==> config.mk <==
export PLATFORM = sky130hd
export DESIGN_NAME = toplu_bellek_aktarici
export DESIGN_NICKNAME = d
export VERILOG_FILES = /design/src/rtl/toplu_bellek_aktarici.sv
export SDC_FILE = /design/constraint.sdc
export NUM_CORES = 1
export LEC_CHECK = 0
export BUFFER_PORTS_ARGS = -buffer_cell sky130_fd_sc_hd__buf_2
export CAP_MARGIN = 25
export CORE_MARGIN = 3
export CORE_UTILIZATION = 45
export CTS_BUF_LIST = sky130_fd_sc_hd__clkbuf_4 sky130_fd_sc_hd__clkbuf_8
export DETAILED_ROUTE_END_ITERATION = 16
export GPL_ROUTABILITY_DRIVEN = 0
export PLACE_DENSITY_LB_ADDON = 0.05
export SYNTH_ARGS = -nofsm -noshare
export SYNTH_HDL_FRONTEND = slang
export SYNTH_SLANG_ARGS = --single-unit
==> constraint.sdc <==
create_clock -name clk -period 2.5 [get_ports clk]
set_input_delay 0.625 -clock clk [delete_from_list [all_inputs] [get_ports clk]]
set_output_delay 0.625 -clock clk [all_outputs]
set_load 0.005 [all_outputs]
==> src/rtl/toplu_bellek_aktarici.sv <==
// Multi-word load/store-multiple engine: moves up to MAKS_SAYI words between register file and memory, one per cycle.
// Optional build macro TOPLU_AKTARIM_HIZA_KONTROL_EN: reject misaligned base addresses instead of aligning them down.
module toplu_bellek_aktarici #(
   parameter  int ADRES_BIT     = 32,
   parameter  int VERI_BIT      = 32,
   parameter  int YAZMAC_SAYISI = 32,
   parameter  int MAKS_SAYI     = 8,
   localparam int YAZMAC_BIT    = $clog2(YAZMAC_SAYISI),
   localparam int SAYI_BIT      = $clog2(MAKS_SAYI + 1)
) (
   input  logic                  clk,
   input  logic                  rst,
   input  logic                  baslat,
   input  logic                  yon,
   input  logic [ADRES_BIT-1:0]  taban_adres,
   input  logic [YAZMAC_BIT-1:0] ilk_yazmac,
   input  logic [SAYI_BIT-1:0]   sayi,
   output logic                  mesgul,
   output logic                  bitti,
   output logic                  hata,
   output logic [YAZMAC_BIT-1:0] yazmac_oku_idx,
   input  logic [VERI_BIT-1:0]   yazmac_oku_veri,
   output logic [YAZMAC_BIT-1:0] yazmac_yaz_idx,
   output logic [VERI_BIT-1:0]   yazmac_yaz_veri,
   output logic                  yazmac_yaz,
   output logic [ADRES_BIT-1:0]  bellek_adres,
   input  logic [VERI_BIT-1:0]   bellek_oku_veri,
   output logic [VERI_BIT-1:0]   bellek_yaz_veri,
   output logic                  bellek_yaz
);

   localparam logic [ADRES_BIT-1:0]  ADIM       = ADRES_BIT'(VERI_BIT / 8);
   localparam logic [ADRES_BIT-1:0]  HIZA_MASKE = ADRES_BIT'((VERI_BIT / 8) - 1);
   localparam logic [SAYI_BIT-1:0]   SAYI_MAKS  = SAYI_BIT'(MAKS_SAYI);

   typedef enum logic [1:0] {
      BOSTA = 2'd0,
      AKTAR = 2'd1,
      BITTI = 2'd2
   } durum_t;

   durum_t                durum_q, durum_d;
   logic                  yon_q, yon_d;
   logic [ADRES_BIT-1:0]  adres_q, adres_d;
   logic [YAZMAC_BIT-1:0] idx_q, idx_d;
   logic [SAYI_BIT-1:0]   sayi_q, sayi_d;
   logic [SAYI_BIT-1:0]   k_q, k_d;
   logic [SAYI_BIT-1:0]   sinirli_sayi;
   logic                  hizasiz;

   assign sinirli_sayi = (sayi > SAYI_MAKS) ? SAYI_MAKS : sayi;
   assign hizasiz      = |(taban_adres & HIZA_MASKE);

`ifdef TOPLU_AKTARIM_HIZA_KONTROL_EN
   logic hata_q, hata_d;

   always_ff @(posedge clk or negedge rst) begin
      if (!rst) hata_q <= 1'b0;
      else      hata_q <= hata_d;
   end

   always_comb begin
      hata_d = hata_q;
      if (durum_q == BOSTA && baslat) hata_d = hizasiz;
   end

   assign hata = (durum_q == BITTI) && hata_q;
`else
   assign hata = 1'b0;
`endif

   always_ff @(posedge clk or negedge rst) begin
      if (!rst) begin
         durum_q <= BOSTA;
         yon_q   <= 1'b0;
         adres_q <= '0;
         idx_q   <= '0;
         sayi_q  <= '0;
         k_q     <= '0;
      end else begin
         durum_q <= durum_d;
         yon_q   <= yon_d;
         adres_q <= adres_d;
         idx_q   <= idx_d;
         sayi_q  <= sayi_d;
         k_q     <= k_d;
      end
   end

   always_comb begin
      durum_d         = durum_q;
      yon_d           = yon_q;
      adres_d         = adres_q;
      idx_d           = idx_q;
      sayi_d          = sayi_q;
      k_d             = k_q;
      mesgul          = 1'b0;
      bitti           = 1'b0;
      yazmac_oku_idx  = '0;
      yazmac_yaz_idx  = '0;
      yazmac_yaz_veri = '0;
      yazmac_yaz      = 1'b0;
      bellek_adres    = '0;
      bellek_yaz_veri = '0;
      bellek_yaz      = 1'b0;

      unique case (durum_q)
         BOSTA: begin
            if (baslat) begin
               yon_d  = yon;
               idx_d  = ilk_yazmac;
               sayi_d = sinirli_sayi;
               k_d    = '0;
`ifdef TOPLU_AKTARIM_HIZA_KONTROL_EN
               adres_d = taban_adres;
               if (hizasiz || sinirli_sayi == '0) durum_d = BITTI;
               else                               durum_d = AKTAR;
`else
               // Misaligned bases are silently rounded down to a word boundary.
               adres_d = taban_adres & ~HIZA_MASKE;
               if (sinirli_sayi == '0) durum_d = BITTI;
               else                    durum_d = AKTAR;
`endif
            end
         end

         AKTAR: begin
            mesgul       = 1'b1;
            bellek_adres = adres_q;
            if (yon_q) begin
               yazmac_oku_idx  = idx_q;
               bellek_yaz_veri = yazmac_oku_veri;
               bellek_yaz      = 1'b1;
            end else begin
               // x0 is hardwired zero: it still uses up a word slot but is never written.
               yazmac_yaz_idx  = idx_q;
               yazmac_yaz_veri = bellek_oku_veri;
               yazmac_yaz      = (idx_q != '0);
            end
            adres_d = adres_q + ADIM;
            idx_d   = idx_q + YAZMAC_BIT'(1);
            k_d     = k_q + SAYI_BIT'(1);
            if (k_q == sayi_q - SAYI_BIT'(1)) durum_d = BITTI;
         end

         BITTI: begin
            bitti   = 1'b1;
            durum_d = BOSTA;
         end

         default: durum_d = BOSTA;
      endcase
   end

endmodule

==> results_dict.tcl, run 1 <==
set metrics [dict create \
    ant_nets 0 \
    cts_buffer_depth 2 \
    vias 4381 \
    numCtsBuffers 5 \
    finalPower_mw 6.31 \
    whs_ns 0.266 \
    cts_tree "yes" \
    area_delta_synth_final_pct 34.5 \
    drive_gt1_share_pct 38.6 \
    endpoint_kind "primary output" \
    p_leak_nw 2.69 \
    drt_iter0_markers 332 \
    ir_drop_uv 562 \
    rsz0062_at_grt "no" \
    die-height_um 96.9 \
    ys.flop_type "dfrtp_1" \
    synth-edff-count 0 \
    regArea_sq_um 1150 \
    hold_path.class "in -> async" \
    grt_pass1_wl_mm 20.7 \
    synth_most_common_cell "and3_1" \
    port_buffers 214 \
    ys_ff_latch 46 \
    critPathKind "reg -> out" \
    synthArstFlopShare_pct 100 \
    clk_pin_slew_ns 0.10 \
    ioPinCount 220 \
    cp_slowest_cell "dfrtp_1" \
    h-tree-depth 2 \
    slew_headroom_pct 58.0 \
    drv_cap 0 \
    layoutNonFillerInstCount 768 \
    wl_per_cell_um 16.9 \
    crit_required_ns 1.88 \
    yosysWarnings 0 \
    yosysSeqAreaShare_pct 31.0 \
    pre_cts_ws_ns 0.456 \
    multiInputGateArea_sq_um 2320 \
    core_sq_um 7890 \
    startpoint_type "flop" \
    drt-pass1-iter-count 5 \
    wirelength_mm 13.0 \
    finClkSkew_ns 0.00882 \
    crit_fanout 33 \
    cp_cell_sequence "inv_1, nand2_1, inv_1, buf_4, and3_1, buf_2" \
    timing.fmax_mhz 435 \
    setup_slack_ns 0.201 \
    timing.final.crit_share_pct 92.0 \
    vias_per_cell 5.70 \
    dp.cells 760 \
    drv_slew 0 \
    grt_pass1_vias 4011 \
    n_fill_cell 735 \
    slowest_delay_ns 0.39 \
    grt_max_degree 62 \
    max_slew.worst_pin.slew_ns 0.623 \
    grt-ovfl-total 0 \
    fin_setup_tns_ns 0 \
    synth_top_area_share_pct 31.0 \
    nets 779 \
    synth_area_leader_cell "dfrtp_1" \
    dieArea_sq_um 9390 \
    status "completed" \
    synthTopCellsByArea "dfrtp_1, and3_1, and2_1" \
    ys_types 55 \
    hold_viol_final 0 \
    cp.arrival_ns 1.67 \
    diodes 0 \
    placementRows 32 \
    synth_cells 471 \
    start_util_pct 47.1 \
    cts_root_buffer "clkbuf_8" \
    synth_area_sq_um 3720 \
    synth_area_per_cell_sq_um 7.90 \
    power.density_nw_per_um2 1260 \
    finalCriticalPeriod_ns 2.30 \
    drc 0 \
    final-setup-viol-count 0 \
    critPathMostFrequentCell "inv_1" \
    grt_use_total_pct 26.4 \
    dpl.hpwl_mm 9.92 \
    clock-sinks 46 \
    antenna_found_initial 0 \
    clkLatencyLatePin_ns 0.30 \
    die_w_um 96.9 \
    synth_commonest_cells "and3_1, dfrtp_1, nand2_1" \
]
==> worst paths after layout <==
check,from,to,slack (ns),cells after the start
setup / recovery,durum_q[1],bellek_yaz_veri[2],0.20,6
hold / removal,rst,adres_q[31],0.27,1
setup reg to reg,adres_q[2],adres_q[30],0.50,6
hold reg to reg,sayi_q[3],sayi_q[3],0.51,2
max in group asynchronous,rst,durum_q[0],1.72,2
min in group clk,sayi_q[3],sayi_q[3],0.51,2
==> report_power, final <==
part           leakage, nW  internal, mW  switching (mW)  total [mW]
registers            0.527          1.11           0.564        1.67
logic                 2.11          1.91            2.15        4.06
clock network       0.0504         0.298           0.276       0.574
total                 2.69          3.31            2.99        6.31
==> worst max-delay path: cells and delay by family (launching register included) <==
family	cells	cell delay, ns
flops	1	0.39
simple gates	2	0.33
buf+inv	4	0.64
==> placed cells by master, fill, tap and decap left out, types with 4 or more instances in the layout <==
| cell | instances |
|---|---|
| a211oi_1 | 4 |
| a21oi_1 | 33 |
| a31oi_1 | 4 |
| and2_1 | 37 |
| and3_1 | 68 |
| buf_2 | 214 |
| buf_4 | 14 |
| clkbuf_8 | 5 |
| dfrtp_1 | 45 |
| ha_1 | 5 |
| inv_1 | 13 |
| mux2i_1 | 7 |
| nand2_1 | 38 |
| nand3_1 | 17 |
| nand4_1 | 6 |
| nor2_1 | 31 |
| nor3_1 | 5 |
| o21ai_0 | 13 |
| o22a_1 | 18 |
| o22ai_1 | 24 |
| xnor2_1 | 6 |
==> final cells by class <==
cell class              instances  share of cell area (%)
multi-input cells             368                    46.4
repair buffers                231                    24.7
flip-flops and latches         46                    23.0
well taps                     102                    2.55
clock buffers                   5                    1.38
inverters                      13                   0.976
clock inverters                 3                   0.901
==> sequential cells by signal (all words and copies together), names as in the netlist <==
register	count
sayi_q	4
adres_q	30
yon_q	1
k_q	4
durum_q	2
idx_q	5
==> routing by layer <==
metal  GRT usage (%)  routed length (um)  vias to the layer above
li1                -                   -                     2101
met1            35.8                5470                     2064
met2            44.7                6450                      196
met3            3.75                 864                       20
met4            5.62                 199                        0
met5               0                   0                        -
==> timing repair <==
item,in CTS,in global routing
resized for setup,0,1
buffers inserted,0,0
endpoints found under the setup margin,0,2
hold buffers,0,0
==> logic make-up (layout without fill, tap and decap cells) <==
logic type,Yosys count,after routing,synth area share (%)
buffers and inverters,59,252,6.83
adder cells (fa/ha/maj),5,5,1.68
other,1,3,0.101
multiplexers,7,7,1.88
AND/OR/NAND/NOR,229,229,35.7
AO/OA/AOI/OAI,117,117,21.2
flip-flops,46,46,31.0
XOR/XNOR,7,7,1.65
==> stage by stage <==
stage          util, %  cell area, sq um
2_1_floorplan        -              3730
3_3_place_gp      61.9              4880
3_5_place_dp      61.9              4880
4_1_cts           63.4              5000
5_1_grt           63.4              5000
6_report          63.4              5000
Power figures use the tool's default switching activity.
==> run 2: changes to the inputs <==
Settings changed: ABC_AREA set to 1.
==> run 2 against run 1 <==
Against the previous run:
- combinational power down 6.7%
- via count grew 8.8%
- final area grew 1.4%
- synthesized cell count rose by 34%
- critical endpoint is now yazmac_yaz
==> results_dict.tcl, run 2 <==
set metrics [dict create \
    status "completed" \
    largest-register "adres_q" \
    critPathBufInv 3 \
    cts_tree "yes" \
    grt-ovfl-total 0 \
    p_leak_nw 2.97 \
    synth_commonest_cells "nand2_1, nor2_1, inv_1" \
    hold_path.class "in -> async" \
    whs_ns 0.341 \
    final-setup-viol-count 0 \
    cp.arrival_ns 1.76 \
    fin_setup_tns_ns 0 \
    clk_pin_slew_ns 0.10 \
    multiInputGateArea_sq_um 2160 \
    synth_area_per_cell_sq_um 5.99 \
    h-tree-depth 2 \
    area_delta_synth_final_pct 33.6 \
    critPathKind "reg -> out" \
    antenna_found_initial 0 \
    numCtsBuffers 5 \
    start_util_pct 47.6 \
    vias_per_cell 5.08 \
    hold_viol_final 0 \
    drv_slew 0 \
    synth_top_area_share_pct 30.4 \
    synth_cells 633 \
    ant_nets 0 \
    cts_resized 0 \
    drv_cap 0 \
    hold_buffers 0 \
    core_sq_um 7970 \
    final_util_pct 63.6 \
    rsz0062_at_grt "no" \
    synthArstFlopShare_pct 100 \
    ir_drop_uv 616 \
    dieArea_sq_um 9560 \
    grt_pass1_wl_mm 20.9 \
    wl_per_cell_um 13.9 \
    r2r-start "adres_q[3]" \
    final_common_cell "buf_2" \
    grt_use_total_pct 26.2 \
    slowest_delay_ns 0.40 \
    cp_num_cells 6 \
    timing.final.crit_share_pct 95.3 \
    critPathTopFamily "buffers and inverters" \
    max_slew.worst_pin.slew_ns 0.739 \
    endpoint_kind "primary output" \
    grt_pass1_vias 4457 \
    regArea_sq_um 1150 \
    ys_ff_latch 46 \
    dpl.hpwl_mm 10.2 \
    diodes 0 \
    synth-edff-count 0 \
    clock-sinks 46 \
    die-height_um 97.8 \
    startpoint_type "flop" \
    drc 0 \
    ioPinCount 220 \
    finalPower_mw 5.84 \
    synth_most_common_cell "nand2_1" \
    ys_types 39 \
    slew_headroom_pct 50.5 \
    cts_setup_buffers 0 \
    wirelength_mm 13.0 \
    crit_fanout 27 \
    top_regs "adres_q (30), idx_q (5)" \
    yosysWarnings 0 \
    largest_reg_flops 30 \
    cts_root_buffer "clkbuf_8" \
    clkLatencyLatePin_ns 0.31 \
    vias 4768 \
    cts_buffer_depth 2 \
    synth_area_leader_cell "dfrtp_1" \
    drt-pass1-iter-count 7 \
    grt_max_degree 49 \
    placementRows 32 \
    yosysSeqAreaShare_pct 30.4 \
    final_cell_mix "buf_2, nand2_1, nor2_1" \
    synthTopCellsByArea "dfrtp_1, nand2_1, nor2_1" \
    reg2reg_to "adres_q[26]" \
    timing.fmax_mhz 420 \
    finClkSkew_ns 0.0119 \
    synth_area_sq_um 3790 \
    n_fill_cell 785 \
    r2r_slack_ns 0.49 \
    ff2ff_path_depth 10 \
    nets 949 \
    ys.flop_type "dfrtp_1" \
    power.density_nw_per_um2 1150 \
    drive_gt1_share_pct 29.9 \
    cp_cell_sequence "inv_2, nor2_4, buf_4, nand2_1, a41oi_1, buf_2" \
    port_buffers 214 \
    die_w_um 97.8 \
    cp_slowest_cell "dfrtp_1" \
    drt_iter0_markers 243 \
    finalCriticalPeriod_ns 2.38 \
    crit_required_ns 1.88 \
]
run 2: worst max-delay path by stage:
stage | startpoint | end | slack, ns
after global placement | durum_q[0] | yazmac_yaz | 0.48
final | durum_q[0] | yazmac_yaz | 0.12
after detailed placement | durum_q[0] | yazmac_yaz | 0.46
after floorplan | durum_q[1] | yazmac_oku_idx[0] | 0.61
after global routing | durum_q[0] | yazmac_yaz | 0.02
after CTS | durum_q[0] | yazmac_yaz | 0.11
run 2: area by class of cell:
| class | count | share of cell area, % |
|---|---|---|
| Clock buffer | 5 | 1.36 |
| Clock inverter | 3 | 0.864 |
| Inverter | 83 | 6.20 |
| Multi-Input combinational cell | 471 | 42.6 |
| Sequential cell | 46 | 22.7 |
| Tap cell | 102 | 2.52 |
| Timing Repair Buffer | 228 | 23.7 |
run 2: power breakdown:
| part | internal, mW | switching (mW) | total (mW) |
|---|---|---|---|
| Sequential | 1.12 | 0.347 | 1.47 |
| Combinational | 1.43 | 2.37 | 3.79 |
| Clock | 0.300 | 0.275 | 0.575 |
run 2: logic make-up after synthesis:
group / after synthesis / share of synthesized area (%)
AND/OR/NAND/NOR: 376 / 41.0
buffers and inverters: 118 / 12.9
AO/OA/AOI/OAI: 80 / 12.4
flip-flops: 46 / 30.4
XOR/XNOR: 6 / 1.39
adder cells (fa/ha/maj): 5 / 1.65
other: 1 / 0.0989
multiplexers: 1 / 0.264
run 2: through the flow:
| stage | setup slack, ns | instance area [sq um] | cells |
|---|---|---|---|
| 5_1_grt | 0.0151 | 5070 | 938 |
| 3_3_place_gp | 0.482 | 4950 | 930 |
| 4_1_cts | 0.109 | 5070 | 938 |
| 6_report | 0.118 | 5070 | 938 |
| 3_5_place_dp | 0.458 | 4950 | 930 |
| 2_1_floorplan | 0.609 | 3800 | 635 |
run 2: worst register-to-register path, delay by kind of cell, from the launching register on:
| kind | cells | cell delay, ns |
|---|---|---|
| flip-flops | 1 | 0.40 |
| AND/OR/NAND/NOR | 8 | 1.25 |
| buffers and inverters | 1 | 0.03 |
| adder cells (fa/ha/maj) | 1 | 0.21 |
run 2: metal layers:
layer | vias to the layer above | GRT usage, % | share of wire, %
li1 | 2396 | - | -
met1 | 2146 | 33.6 | 42
met2 | 208 | 46.6 | 49
met3 | 18 | 4.79 | 7.3
met4 | 0 | 4.79 | 1.1
met5 | - | 0 | 0
==> run 3: changes to the inputs <==
Clock period 2.5 ns to 2.3 ns, I/O delays scaled along.
==> run 3 against run 2 <==
Against the previous run:
- count of clock-buffer cells in the layout is 1 higher
- sequential power is 9% higher
- wire length is 1.1% lower
- die area stayed put
- worst hold slack worse by 0.035 ns
- global-route usage is 0.26 points higher
- clock power is 9.2% lower
- register-to-register slack worse by 0.19 ns
- clock skew is 0.0048 ns lower
- combinational power is 9.5% higher
- power is 7.4% higher
- non-clock buffer count stayed put
==> results_dict.tcl, run 3 (same netlist as run 2, synthesis figures left out) <==
set metrics [dict create \
    fin_setup_tns_ns 0 \
    dpl.hpwl_mm 10.1 \
    drt_iter0_markers 275 \
    pre_cts_ws_ns 0.351 \
    numCtsBuffers 5 \
    hold_path.class "in -> async" \
    wl_per_cell_um 13.7 \
    ant_nets 0 \
    status "completed" \
    slowest_delay_ns 0.41 \
    drv_cap 0 \
    cp_cell_sequence "inv_2, nor2_4, inv_6, buf_12, nor2_1, buf_2" \
    dieArea_sq_um 9560 \
    nets 949 \
    crit_required_ns 1.73 \
    die-height_um 97.8 \
    cts_resized 0 \
    slew_headroom_pct 53.1 \
    grt_use_total_pct 26.5 \
    final_cell_mix "buf_2, nand2_1, nor2_1" \
    final-setup-viol-count 0 \
    endpoint_kind "primary output" \
    cts_buffer_depth 2 \
    grt-ovfl-total 0 \
    cts_root_buffer "clkbuf_8" \
    finalCriticalPeriod_ns 2.14 \
    top_regs "adres_q (30), idx_q (5)" \
    drive_gt1_share_pct 29.9 \
    core_sq_um 7970 \
    drv_slew 0 \
    power.density_nw_per_um2 1240 \
    grt_pass1_wl_mm 21.2 \
    startpoint_type "flop" \
    cts_setup_buffers 0 \
    critPathKind "reg -> out" \
    r2r-start "adres_q[3]" \
    reg2reg_to "adres_q[24]" \
    placementRows 32 \
    largest-register "adres_q" \
    ff2ff_path_depth 10 \
    ioPinCount 220 \
    final_area_sq_um 5060 \
    vias 4773 \
    largest_reg_flops 30 \
    vias_per_cell 5.09 \
    final_common_cell "buf_2" \
    p_leak_nw 2.96 \
    wirelength_mm 12.9 \
    cp_slowest_cell "dfrtp_1" \
    clkLatencyLatePin_ns 0.30 \
    ir_drop_uv 687 \
    r2r_slack_ns 0.30 \
    diodes 0 \
    hold_buffers 0 \
    setup_slack_ns 0.155 \
    area_delta_synth_final_pct 33.5 \
    rsz0062_at_grt "no" \
    start_util_pct 47.6 \
    antenna_found_initial 0 \
    whs_ns 0.306 \
    timing.final.crit_share_pct 93.2 \
    clk_pin_slew_ns 0.09 \
    place_area_sq_um 4970 \
    timing.fmax_mhz 466 \
    crit_fanout 35 \
    clock-sinks 46 \
    h-tree-depth 2 \
    hold_viol_final 0 \
    finClkSkew_ns 0.00712 \
    grt_pass1_vias 4505 \
    max_slew.worst_pin.slew_ns 0.704 \
    cp.arrival_ns 1.57 \
    cts_tree "yes" \
    cp-startpoint "durum_q[0]" \
    grt_max_degree 36 \
    drc 0 \
    port_buffers 214 \
    drt-pass1-iter-count 5 \
    die_w_um 97.8 \
    finalPower_mw 6.27 \
]
-- run 3: cell types whose count changed in the layout (fill, tap and decap cells not counted) --
cell | before | now
buf_12 | 2 | 3
buf_4 | 12 | 10
bufinv_16 | 1 | 0
inv_4 | 1 | 0
clkbuf_4 | 0 | 1
clkinv_4 | 0 | 1
buf_6 | 0 | 1
-- run 3: metal layers --
layer	GRT usage [%]	vias up	routed length, um
met3	4.50	15	969
met4	6.18	0	170
met5	0	-	0
met1	36.0	2156	5500
met2	44.2	206	6230
li1	-	2396	-
-- run 3: final cells by class --
cell class / instances / area (sq um)
repair buffers: 228 / 1220
multi-input cells: 471 / 2160
flip-flops and latches: 46 / 1150
clock inverters: 2 / 13.8
fillers: 817 / 2900
well taps: 102 / 128
inverters: 83 / 317
clock buffers: 6 / 76.3
-- run 3: worst max-delay path by stage --
stage                           to  cells after the start  slack (ns)
2_1_floorplan    yazmac_oku_idx[0]                      7        0.46
3_3_place_gp   yazmac_yaz_veri[26]                      6        0.40
3_5_place_dp           adres_q[24]                     10        0.35
4_1_cts        yazmac_yaz_veri[26]                      6        0.03
5_1_grt           bellek_adres[10]                      6       0.009
6_report          bellek_adres[17]                      6        0.16
-- run 3: per-stage QoR --
stage | util [%] | std cells
floorplan | - | 635
global placement | 62.3 | 930
detailed placement | 62.3 | 930
CTS | 63.5 | 938
global route | 63.6 | 938
finish | 63.6 | 938
-- run 3: report_power, final --
part           leakage (nW)  internal, mW  switching, mW
registers             0.549          1.22          0.377
logic                  2.36          1.58           2.57
clock network        0.0486         0.227          0.295
total                  2.96          3.03           3.24
-- run 3: worst max-delay path, delay by kind of cell (launching register included) --
kind | cells | cell delay, ns
flops | 1 | 0.41
buf+inv | 4 | 0.54
simple gates | 2 | 0.31
